### src/rtl/lane_assist_actuator.sv
// Lane-assist actuator: debounces the 3-bit command code and drives a ramped steering torque.
// Optional build macro LA_DRIVER_OVERRIDE_EN adds a driver_override input that aborts corrections.
module lane_assist_actuator #(
    parameter int DEBOUNCE = 4,
    parameter int TORQ_W   = 4,
    parameter int TORQ_MAX = 12,
    parameter int RAMP_DIV = 2,
    parameter int HOLD_MAX = 64
) (
    input  logic              CLK,
    input  logic              RST,
    input  logic [2:0]        lane,
`ifdef LA_DRIVER_OVERRIDE_EN
    input  logic              driver_override,
`endif
    output logic [TORQ_W-1:0] torque,
    output logic              steer_right,
    output logic              steer_left,
    output logic              warn_chime,
    output logic              takeover_req,
    output logic              fault
);

    localparam int STAB_W = 4;
    localparam int DIV_W  = $clog2(RAMP_DIV + 1);
    localparam int HOLD_W = $clog2(HOLD_MAX + 1);

    localparam logic [2:0] CODE_DISABLE = 3'b000;
    localparam logic [2:0] CODE_RIGHT   = 3'b001;
    localparam logic [2:0] CODE_ENABLE  = 3'b010;
    localparam logic [2:0] CODE_LEFT    = 3'b100;

    typedef enum logic [2:0] {
        IDLE,
        OFF,
        CORR_R,
        CORR_L,
        RELEASE,
        TAKEOVER,
        FAULT
    } state_t;

    state_t state, state_n;

    logic [2:0]        lane_q;
    logic [2:0]        cmd;
    logic [STAB_W-1:0] stable_cnt;
    logic [DIV_W-1:0]  div_cnt, div_n;
    logic [HOLD_W-1:0] hold_cnt, hold_n, hold_inc;
    logic [TORQ_W-1:0] torque_n, torque_inc;
    logic              dir_right, dir_left, dir_right_n, dir_left_n;
    logic              ramp_tick;
    logic              cmd_illegal;
    logic              override_act;

`ifdef LA_DRIVER_OVERRIDE_EN
    assign override_act = driver_override;
`else
    assign override_act = 1'b0;
`endif

    // A code is only accepted once the sampled value has been stable for DEBOUNCE edges
    always_ff @(posedge CLK or posedge RST) begin
        if (RST) begin
            lane_q     <= CODE_ENABLE;
            cmd        <= CODE_ENABLE;
            stable_cnt <= '0;
        end else begin
            lane_q <= lane;
            if (lane != lane_q) begin
                stable_cnt <= '0;
            end else if (stable_cnt == STAB_W'(DEBOUNCE - 1)) begin
                cmd <= lane_q;
            end else begin
                stable_cnt <= stable_cnt + 1'b1;
            end
        end
    end

    assign cmd_illegal = (cmd != CODE_DISABLE) && (cmd != CODE_RIGHT) &&
                         (cmd != CODE_ENABLE)  && (cmd != CODE_LEFT);
    assign hold_inc    = hold_cnt + 1'b1;
    assign ramp_tick   = (div_cnt == DIV_W'(RAMP_DIV - 1));
    assign torque_inc  = (torque == TORQ_W'(TORQ_MAX)) ? torque : torque + 1'b1;

    always_ff @(posedge CLK or posedge RST) begin
        if (RST) begin
            state <= IDLE;
        end else begin
            state <= state_n;
        end
    end

    // Takeover is checked before release so a timed-out correction never just fades away
    always_comb begin
        state_n = state;
        case (state)
            IDLE: begin
                if (cmd == CODE_RIGHT && !override_act) begin
                    state_n = CORR_R;
                end else if (cmd == CODE_LEFT && !override_act) begin
                    state_n = CORR_L;
                end else if (cmd == CODE_DISABLE) begin
                    state_n = OFF;
                end
            end
            OFF: begin
                if (cmd == CODE_ENABLE) begin
                    state_n = IDLE;
                end
            end
            CORR_R: begin
                if (hold_inc == HOLD_W'(HOLD_MAX)) begin
                    state_n = TAKEOVER;
                end else if (cmd != CODE_RIGHT || override_act) begin
                    state_n = RELEASE;
                end
            end
            CORR_L: begin
                if (hold_inc == HOLD_W'(HOLD_MAX)) begin
                    state_n = TAKEOVER;
                end else if (cmd != CODE_LEFT || override_act) begin
                    state_n = RELEASE;
                end
            end
            RELEASE: begin
                if (torque == '0) begin
                    case (cmd)
                        CODE_ENABLE:  state_n = IDLE;
                        CODE_DISABLE: state_n = OFF;
                        CODE_RIGHT:   state_n = override_act ? RELEASE : CORR_R;
                        CODE_LEFT:    state_n = override_act ? RELEASE : CORR_L;
                        default:      state_n = RELEASE;
                    endcase
                end
            end
            TAKEOVER: begin
                if (cmd == CODE_ENABLE) begin
                    state_n = IDLE;
                end else if (cmd == CODE_DISABLE) begin
                    state_n = OFF;
                end
            end
            default: state_n = FAULT;
        endcase
        if (cmd_illegal) begin
            state_n = FAULT;
        end
    end

    // Entering a correction applies the first torque step at once; leaving one holds torque for the ramp-down
    always_comb begin
        torque_n    = torque;
        div_n       = div_cnt;
        hold_n      = '0;
        dir_right_n = dir_right;
        dir_left_n  = dir_left;
        if (state_n != state) begin
            div_n = '0;
            case (state_n)
                CORR_R: begin
                    torque_n    = torque_inc;
                    dir_right_n = 1'b1;
                    dir_left_n  = 1'b0;
                end
                CORR_L: begin
                    torque_n    = torque_inc;
                    dir_right_n = 1'b0;
                    dir_left_n  = 1'b1;
                end
                RELEASE, TAKEOVER: begin
                    torque_n = torque;
                end
                default: begin
                    torque_n    = '0;
                    dir_right_n = 1'b0;
                    dir_left_n  = 1'b0;
                end
            endcase
        end else begin
            div_n = ramp_tick ? '0 : div_cnt + 1'b1;
            case (state)
                CORR_R, CORR_L: begin
                    hold_n = hold_inc;
                    if (ramp_tick) begin
                        torque_n = torque_inc;
                    end
                end
                RELEASE, TAKEOVER: begin
                    if (ramp_tick && torque != '0) begin
                        torque_n = torque - 1'b1;
                    end
                end
                default: begin
                    torque_n = '0;
                    div_n    = '0;
                end
            endcase
        end
    end

    always_ff @(posedge CLK or posedge RST) begin
        if (RST) begin
            torque       <= '0;
            div_cnt      <= '0;
            hold_cnt     <= '0;
            dir_right    <= 1'b0;
            dir_left     <= 1'b0;
            steer_right  <= 1'b0;
            steer_left   <= 1'b0;
            warn_chime   <= 1'b0;
            takeover_req <= 1'b0;
            fault        <= 1'b0;
        end else begin
            torque       <= torque_n;
            div_cnt      <= div_n;
            hold_cnt     <= hold_n;
            dir_right    <= dir_right_n;
            dir_left     <= dir_left_n;
            steer_right  <= dir_right_n && (torque_n != '0);
            steer_left   <= dir_left_n && (torque_n != '0);
            warn_chime   <= (state_n == CORR_R) || (state_n == CORR_L) || (state_n == TAKEOVER);
            takeover_req <= (state_n == TAKEOVER);
            fault        <= (state_n == FAULT);
        end
    end

endmodule

### config.mk
export PLATFORM = sky130hd
export DESIGN_NAME = lane_assist_actuator
export DESIGN_NICKNAME = d
export VERILOG_FILES = /design/src/rtl/lane_assist_actuator.sv
export SDC_FILE = /design/constraint.sdc
export NUM_CORES = 1
export LEC_CHECK = 0
export ABC_AREA = 0
export ABC_CLOCK_PERIOD_IN_PS = 3350
export CORE_MARGIN = 3
export CORE_UTILIZATION = 40
export CTS_CLUSTER_SIZE = 8
export DETAILED_ROUTE_END_ITERATION = 7
export GPL_TIMING_DRIVEN = 0
export HOLD_SLACK_MARGIN = 0.05
export SKIP_CTS_REPAIR_TIMING = 1
export SYNTH_ARGS = -nofsm -noshare
export SYNTH_HDL_FRONTEND = slang
export SYNTH_SLANG_ARGS = --single-unit
### constraint.sdc
create_clock -name CLK -period 3.35 [get_ports CLK]
set_clock_uncertainty 0.15 [all_clocks]
set_input_delay 0.335 -clock CLK [delete_from_list [all_inputs] [get_ports CLK]]
set_output_delay 0.335 -clock CLK [all_outputs]
set_load 0.05 [all_outputs]
# After elaboration in Yosys (flattened, before gate mapping)
# Cells that the tools add are included.
# classes
add_sub_neg	5
eq_ne	23
muxes	30
n_bitwise	1
reduce_logical	20
# op_table
operator	n
$mux 3	11
$mux 4	6
$eq 3x3->1 const B	6
$pmux 3 s6	1
$pmux 4 s2	2
$eq 3x2->1 const B	5
$mux 7	2
$pmux 3 s4	1
$add 4x1->4 const B	2
$reduce_bool 4->1	2
$reduce_or 2->1	4
$add 7x1->7 const B	1
$eq 7x7->1 const B	1
$eq 3x1->1 const B	2
$logic_and 1x1->1	6
$logic_not 3->1	2
$mux 2	3
$ne 3x3->1	2
$eq 4x2->1 const B	1
$eq 4x4->1 const B	1
$logic_not 4->1	1
$pmux 1 s2	2
$reduce_or 4->1	1
$sub 4x1->4 const B	1
other kinds (11)	13
# word_totals
register_bits	33
output_inout_bits	9

# Logic depth before layout (Yosys ltp)
# Gate-level depths: netlist of run 1.
# logic_depth
depth_word	12
mapped_depth	10

# Worst setup path after synthesis of run 1
# Ideal clock, no wire load.
# synth_path
kind	flip-flop to flip-flop
from	reg torque[0]
to	reg torque[2]
setup_time_ps	125
arrival_time_ps	2729
required_ps	3075
slack_ps	346
path_stages_with_launch	11
path_buffers	2
period_less_slack_ps	3004
cell_sequence	dfrtp_1 -> inv_1 -> ha_1 -> or3b_1 -> buf_2 -> a21o_1 -> a31oi_1 -> a2111oi_4 -> and2_4 -> buf_6 -> mux2_4
# synth_via
elab_chain_cells	8
# synth_rtl
item	line	rtl
start: declaration	16	output logic [TORQ_W-1:0] torque,
start signal: assignment	215	torque <= torque_n;
$logic_not 4->1	127	if (torque == '0) begin
$mux 3	127	
$pmux 3 s6	97	case (state)
$mux 3	146	if (cmd_illegal) begin
$eq 3x3->1 or $eq 3x2->1 (tied branches)	160	case (state_n)
$reduce_or 2->1, on equally long branches	-	
$pmux 4 s2	160	
$mux 4 (*)	158	if (state_n != state) begin
named net torque_n[2]	50	logic [TORQ_W-1:0] torque_n, torque_inc;
# The timed path passes the listed nets; every way through them passes the cells marked *.
# A chain may end at the register's enable or synchronous reset.

# Worst setup path in the final report of run 1
# layout_path
from	reg torque[0]
to	reg steer_left
# layout_via
elab_chain_cells	10
# layout_rtl
item	line	rtl
$logic_not 4->1	127	
$mux 3	127	
$pmux 3 s6	97	
$mux 3	146	
$eq 3x3->1 or $eq 3x2->1 (tied branches)	160	
$reduce_or 2->1, on equally long branches	-	
$pmux 4 s2	160	
$mux 4	158	
$reduce_bool 4->1	221	steer_left <= dir_left_n && (torque_n != '0);
$logic_and 1x1->1 (*)	221	
end signal: assignment	221	
end: declaration	18	output logic steer_left,
# Every way passes the cells marked *; elsewhere a longest branch is shown, timed or not.

==> results of run 1 <==
path summary, 6_finish.rpt:
kind | to | from
max | steer_left | torque[0]
min | hold_cnt[0] | RST
max reg2reg | steer_left | torque[0]
min reg2reg | dir_left | dir_left
max in group asynchronous | cmd[1] | RST
min in group CLK | dir_left | dir_left
report_power, final:
group          total, µW  leakage [µW]  internal (µW)  switching (µW)
Clock                310     0.0000445            167             144
Combinational       57.1      0.000583           25.4            31.8
Sequential           410      0.000444            404            5.35
area by class of cell:
type                    instances  area [µm²]
clock buffers                   7        86.3
inverters                      13        48.8
flip-flops and latches         33         828
repair buffers                 14         158
clock inverters                 1        7.51
plain buffers                  10        51.3
well taps                      67        83.8
fillers                       476        2450
multi-input cells             162        1190
layout by cell type (no fill, tap or decap), types with 2 or more instances in the layout:
cell,count
and3_1,2
a211oi_1,2
and2_1,2
xor2_1,4
inv_1,12
clkbuf_1,5
dfrtp_1,31
or3_1,2
buf_2,5
nor4_1,2
mux2_4,2
o2111a_1,2
dfstp_2,2
clkbuf_8,6
o22a_1,2
nor3_1,3
or2_2,2
mux2i_1,2
a22oi_1,3
nor2_1,20
a31oi_1,3
nand2b_1,5
o21ai_0,4
nand3_1,11
nand2_1,13
o211a_1,3
a221oi_1,2
clkdlybuf4s50_1,13
a21oi_1,9
nand4b_1,2
nand3b_1,3
a21o_1,3
o211ai_1,2
nor2b_1,2
mux2_2,3
xnor2_1,8
or3b_1,3
ha_1,7
state kept, by name (all words and copies together) (netlist names):
| signal | flops |
|---|---|
| steer_left | 1 |
| lane_q | 3 |
| dir_right | 1 |
| dir_left | 1 |
| state | 3 |
| warn_chime | 1 |
| stable_cnt | 4 |
| takeover_req | 1 |
| cmd | 3 |
| fault | 1 |
| torque | 4 |
| steer_right | 1 |
| div_cnt | 2 |
| hold_cnt | 7 |
kinds of logic (layout without fill, tap and decap cells):
group                    Yosys count  count (layout)  share of synthesized area
AO/OA/AOI/OAI                     53              53                      0.207
flip-flops                        33              33                      0.390
adder cells (fa/ha/maj)            8               8                     0.0466
XOR/XNOR                          12              12                     0.0495
AND/OR/NAND/NOR                   82              82                      0.220
multiplexers                       7               7                     0.0395
buffers and inverters             23              45                     0.0471
metrics by stage:
stage / setup slack, ps / hold WS [ps] / utilization / total power (µW)
2_1_floorplan: 346 / 189 / - / 454
3_3_place_gp: 277 / 305 / 0.476 / 471
3_5_place_dp: 279 / 309 / 0.476 / 471
4_1_cts: 253 / 326 / 0.495 / 788
5_1_grt: 41.0 / 178 / 0.501 / 816
6_report: 263 / 161 / 0.501 / 777
routing by layer:
| layer | track usage | vias up | wire (µm) |
|---|---|---|---|
| li1 | - | 837 | - |
| met1 | 0.228 | 797 | 2330 |
| met2 | 0.225 | 37 | 1830 |
| met3 | 0.0374 | 7 | 155 |
| met4 | 0.0515 | 0 | 56 |
| met5 | 0 | - | 0 |
==> run metrics, run 1 <==
Post-synth EDFFs=0; detailed-route wire length per cell=14.2 µm; crit-path cells=inv_1 > ha_1 > or4b_1 > a311oi_1 > buf_2 > or2_2 > a211oi_1 > a211oi_1 > a221oi_1; # DRC=0; initial antenna violation count=0; Num CTS Buffers=5; CTS max path bufs=2; fin nets=251; most area-consuming cells after synthesis=dfrtp_1 37%, ha_1 4.1%, nor2_1 3.5%; worst hold path type=in -> async; cell count after synthesis=218; Max Fanout on Critical Path=10; Max stage delay on crit path=470 ps; Buf+Inv Stages, Crit Path=2; HPWL after DPL=3.23 mm; Fmax=324 MHz; actual slew at the worst max-slew pin=919 ps; fin. max-slew vios=0; vias in the first global route=1609; ys flop type=dfrtp_1; P&R area growth vs syn=15.8%; first-pass GRT wire length=7.67 mm; leak pwr=0.00107 µW; Worst Path Arrival=3070 ps; largest net degree at the start of global routing=34; Initial Utilization=0.432; DR pass1 iterations=4; Root Buffer=clkbuf_8; Mapped Avg Cell Area=9.74 µm²; Yosys reg bits=33; CP max stage cell=or4b_1; DRT antenna net count=0; post-route insts no fill=307; Site Rows=25; DR iter-0 viols=143; cell family with most CP delay=compound AO/OA/AOI/OAI gates; post-synthesis cell area=2120 µm²; outcome=finished clean; Tmin final=3090 ps; pwr dens=316 nW/µm²; Setup CP Type=reg -> reg; total gr overflow=0; Worst-path clk slew=70 ps; IO Port Bufs=13; final setup fails=0; most common cell in the synthesized netlist=dfrtp_1; Worst Path Required=3330 ps; most used cell, CP=a211oi_1; Max-Cap Viols=0; CP startpoint kind=register; Final period util=0.922; DP Cell Count=298; total global routing track utilization=0.156; fraction of layout cells with a size suffix above 1=0.133; die height=78.9 µm; RSZ-0062 raised after global routing=no; Peak VDD IR=213 µV; synth warn=0; # IOs=14; sequential fraction of the synthesis area=0.390; Final Cell Area=2460 µm²; placed cell area=2340 µm²; Clk Latency, worst-skew pair=290 ps; n_diodes=0; Distinct cells, synth=66; Post-Route WL=4.37 mm; clk sinks=33; vias per cell=5.47; top cell type's share of synthesized area=0.365; slew margin rel.=0.382; reg2reg path depth=9; reg2reg setup slack=260 ps; Via Count=1678; cell taking the most area after synthesis=dfrtp_1; Synth Net Count=230; die width=78.9 µm; CP endpoint kind=register; Core ar.=4910 µm²; Die Area=6220 µm²; global placer's final weighted congestion=0.840; asr flop ratio synth=1.00; Commonest cells post-synth=31 x dfrtp_1, 20 x nor2_1, 13 x inv_1, 13 x nand2_1, 11 x nand3_1; CTS tree=done; htree depth=2; setup TNS=0 ps; Levels on crit path=9; final hold vios=0
(Power assumes the default switching activity.)
==> run 2, diff against run 1 <==
Settings changed: CORE_MARGIN 3 to 2, CTS_CLUSTER_SIZE 8 to default.
==> run 2 against run 1 <==
Via count grew 0.12%. Clock-buffer cell count shrank 2. Cell area grew 1.9%. Final cell count grew 0.98%. Wire length is essentially flat. Fmax grew 1.8%. Sequential share of layout area shrank 0.64 points. Worst setup slack gained 54 ps. Core utilization shrank 0.99 points. Largest cell class unchanged. Highest routed layer unchanged.
==> run metrics, run 2 (synthesis results as in run 1) <==
Site Rows=26 (+4.0%); CP startpoint kind=register; fill count=490 (+2.9%); vias per cell=5.42 (-0.85%); Post-Route WL=4.37 mm (about the same); Setup CP Type=reg -> reg; die height=76.9 µm (-2.5%); crit path launch=torque[0]; Top Registers=hold_cnt x7, stable_cnt x4, torque x4; Critical R2R Capture=torque[3]; leak pwr=0.00110 µW (+2.3%); Top reg by flops=hold_cnt; DRT antenna net count=0 (unchanged); FF/Latch Area=828 µm² (unchanged); CTS tree=done; Worst Path Arrival=3060 ps (about the same); actual slew at the worst max-slew pin=895 ps (-23.9 ps); reg2reg path depth=10 (+1); Final Power=922 µW (+19%); Root Buffer=clkbuf_8; Multi-input gate area=1190 µm² (unchanged); commonest cells after routing, fill and taps aside=31 x dfrtp_1, 20 x nor2_1, 13 x nand2_1, 13 x clkdlybuf4s50_1, 12 x inv_1; worst setup path end=torque[3]; setup TNS=0 ps (unchanged); total global routing track utilization=0.162 (+0.00647); largest net degree at the start of global routing=34 (unchanged); # DRC=0 (unchanged); Core ar.=5110 µm² (+4.0%); outcome=finished clean; global placer's final weighted congestion=0.797 (-5.2%); Largest register FFs=7 (unchanged); Final Cell Area=2510 µm² (+1.9%); HPWL after DPL=3.18 mm (-1.5%); RSZ-0062 raised after global routing=no; Peak VDD IR=262 µV (+23%); total gr overflow=0 (unchanged); fin nets=251 (unchanged); reg-to-reg startpoint=torque[0]; IO Port Bufs=13 (unchanged); Num CTS Buffers=5 (unchanged); CTS max path bufs=2 (unchanged); Clk Latency, worst-skew pair=280 ps (about the same); Max-Cap Viols=0 (unchanged); die width=76.9 µm (-2.5%); pwr dens=368 nW/µm² (+16%); Initial Utilization=0.416 (-0.0166); fin. max-slew vios=0 (unchanged); placed cell area=2340 µm² (+0.16%); Max Fanout on Critical Path=8 (-2); initial antenna violation count=0 (unchanged); reg2reg setup slack=320 ps (+50 ps); Worst Path Required=3370 ps (+40 ps); Fmax=330 MHz (+1.8%); DR iter-0 viols=174 (+22%); detailed-route wire length per cell=14.1 µm (-0.90%); Via Count=1680 (+0.12%); Tmin final=3030 ps (-53.8 ps); DP Cell Count=301 (+1.0%); post-route insts no fill=310 (+0.98%); most common cell after layout, fill and taps aside=dfrtp_1; # IOs=14 (unchanged); Final Core Density=0.491 (-0.00995); CP endpoint kind=register; fraction of layout cells with a size suffix above 1=0.138 (+0.00417); n_diodes=0 (unchanged); P&R area growth vs syn=18.0%; worst hold path type=in -> async; slew margin rel.=0.398 (+0.0161); Worst-path clk slew=70 ps (about the same); first-pass GRT wire length=7.68 mm (about the same); final hold vios=0 (unchanged); Final period util=0.906 (-0.0160); vias in the first global route=1604 (-0.31%); htree depth=2 (unchanged); final setup fails=0 (unchanged); Die Area=5910 µm² (-5.0%); clk sinks=33 (unchanged); DR pass1 iterations=4 (unchanged)
## run 2: layout make-up
type	count	share of cell area
Clock buffer	5	0.0275
Timing Repair Buffer	14	0.0629
Tap cell	70	0.0349
Inverter	13	0.0195
Buffer	10	0.0205
Multi-Input combinational cell	162	0.477
Sequential cell	33	0.331
Clock inverter	3	0.0275
## run 2: worst min path at each step
stage / startpoint / to / slack (ps) / depth (start not counted)
6_report: RST / hold_cnt[3] / 220 / 2
5_1_grt: RST / hold_cnt[3] / 270 / 2
4_1_cts: dir_left / dir_left / 330 / 2
3_5_place_dp: dir_left / dir_left / 310 / 2
3_3_place_gp: dir_left / dir_left / 310 / 2
2_1_floorplan: lane[1] / lane_q[1] / 190 / 0
## run 2: power breakdown
part           switching [µW]  internal, µW  total (µW)
combinational            31.3          25.3        56.6
clock                     156           300         456
sequential               5.42           404         409
## run 2: through the flow
stage | setup WS [ps] | hold WS [ps]
final | 316 | 220
after global routing | 69.1 | 273
after CTS | 282 | 327
after detailed placement | 303 | 309
after global placement | 283 | 307
after floorplan | 346 | 189
## run 2: worst max-delay path, cell delays in order (launching register included)
cell and delay (ps):
dfrtp_1 480, inv_1 130, ha_1 290, or3b_1 180
buf_2 190, a21o_1 140, a31oi_1 120, a2111oi_4 590
and2_4 240, buf_6 120, mux2_4 290
## run 2: metal layers
metal	up-vias	share of wire	global-route usage
li1	835	-	-
met1	798	0.50	0.243
met2	43	0.44	0.226
met3	4	0.046	0.0400
met4	0	0.0078	0.0527
met5	-	0	0
==> run 3, diff against run 2 <==
Settings changed: GPL_ROUTABILITY_DRIVEN from default to 0.
==> results of run 3 <==
The final DEF is identical to that of run 2; final timing and power are the same.
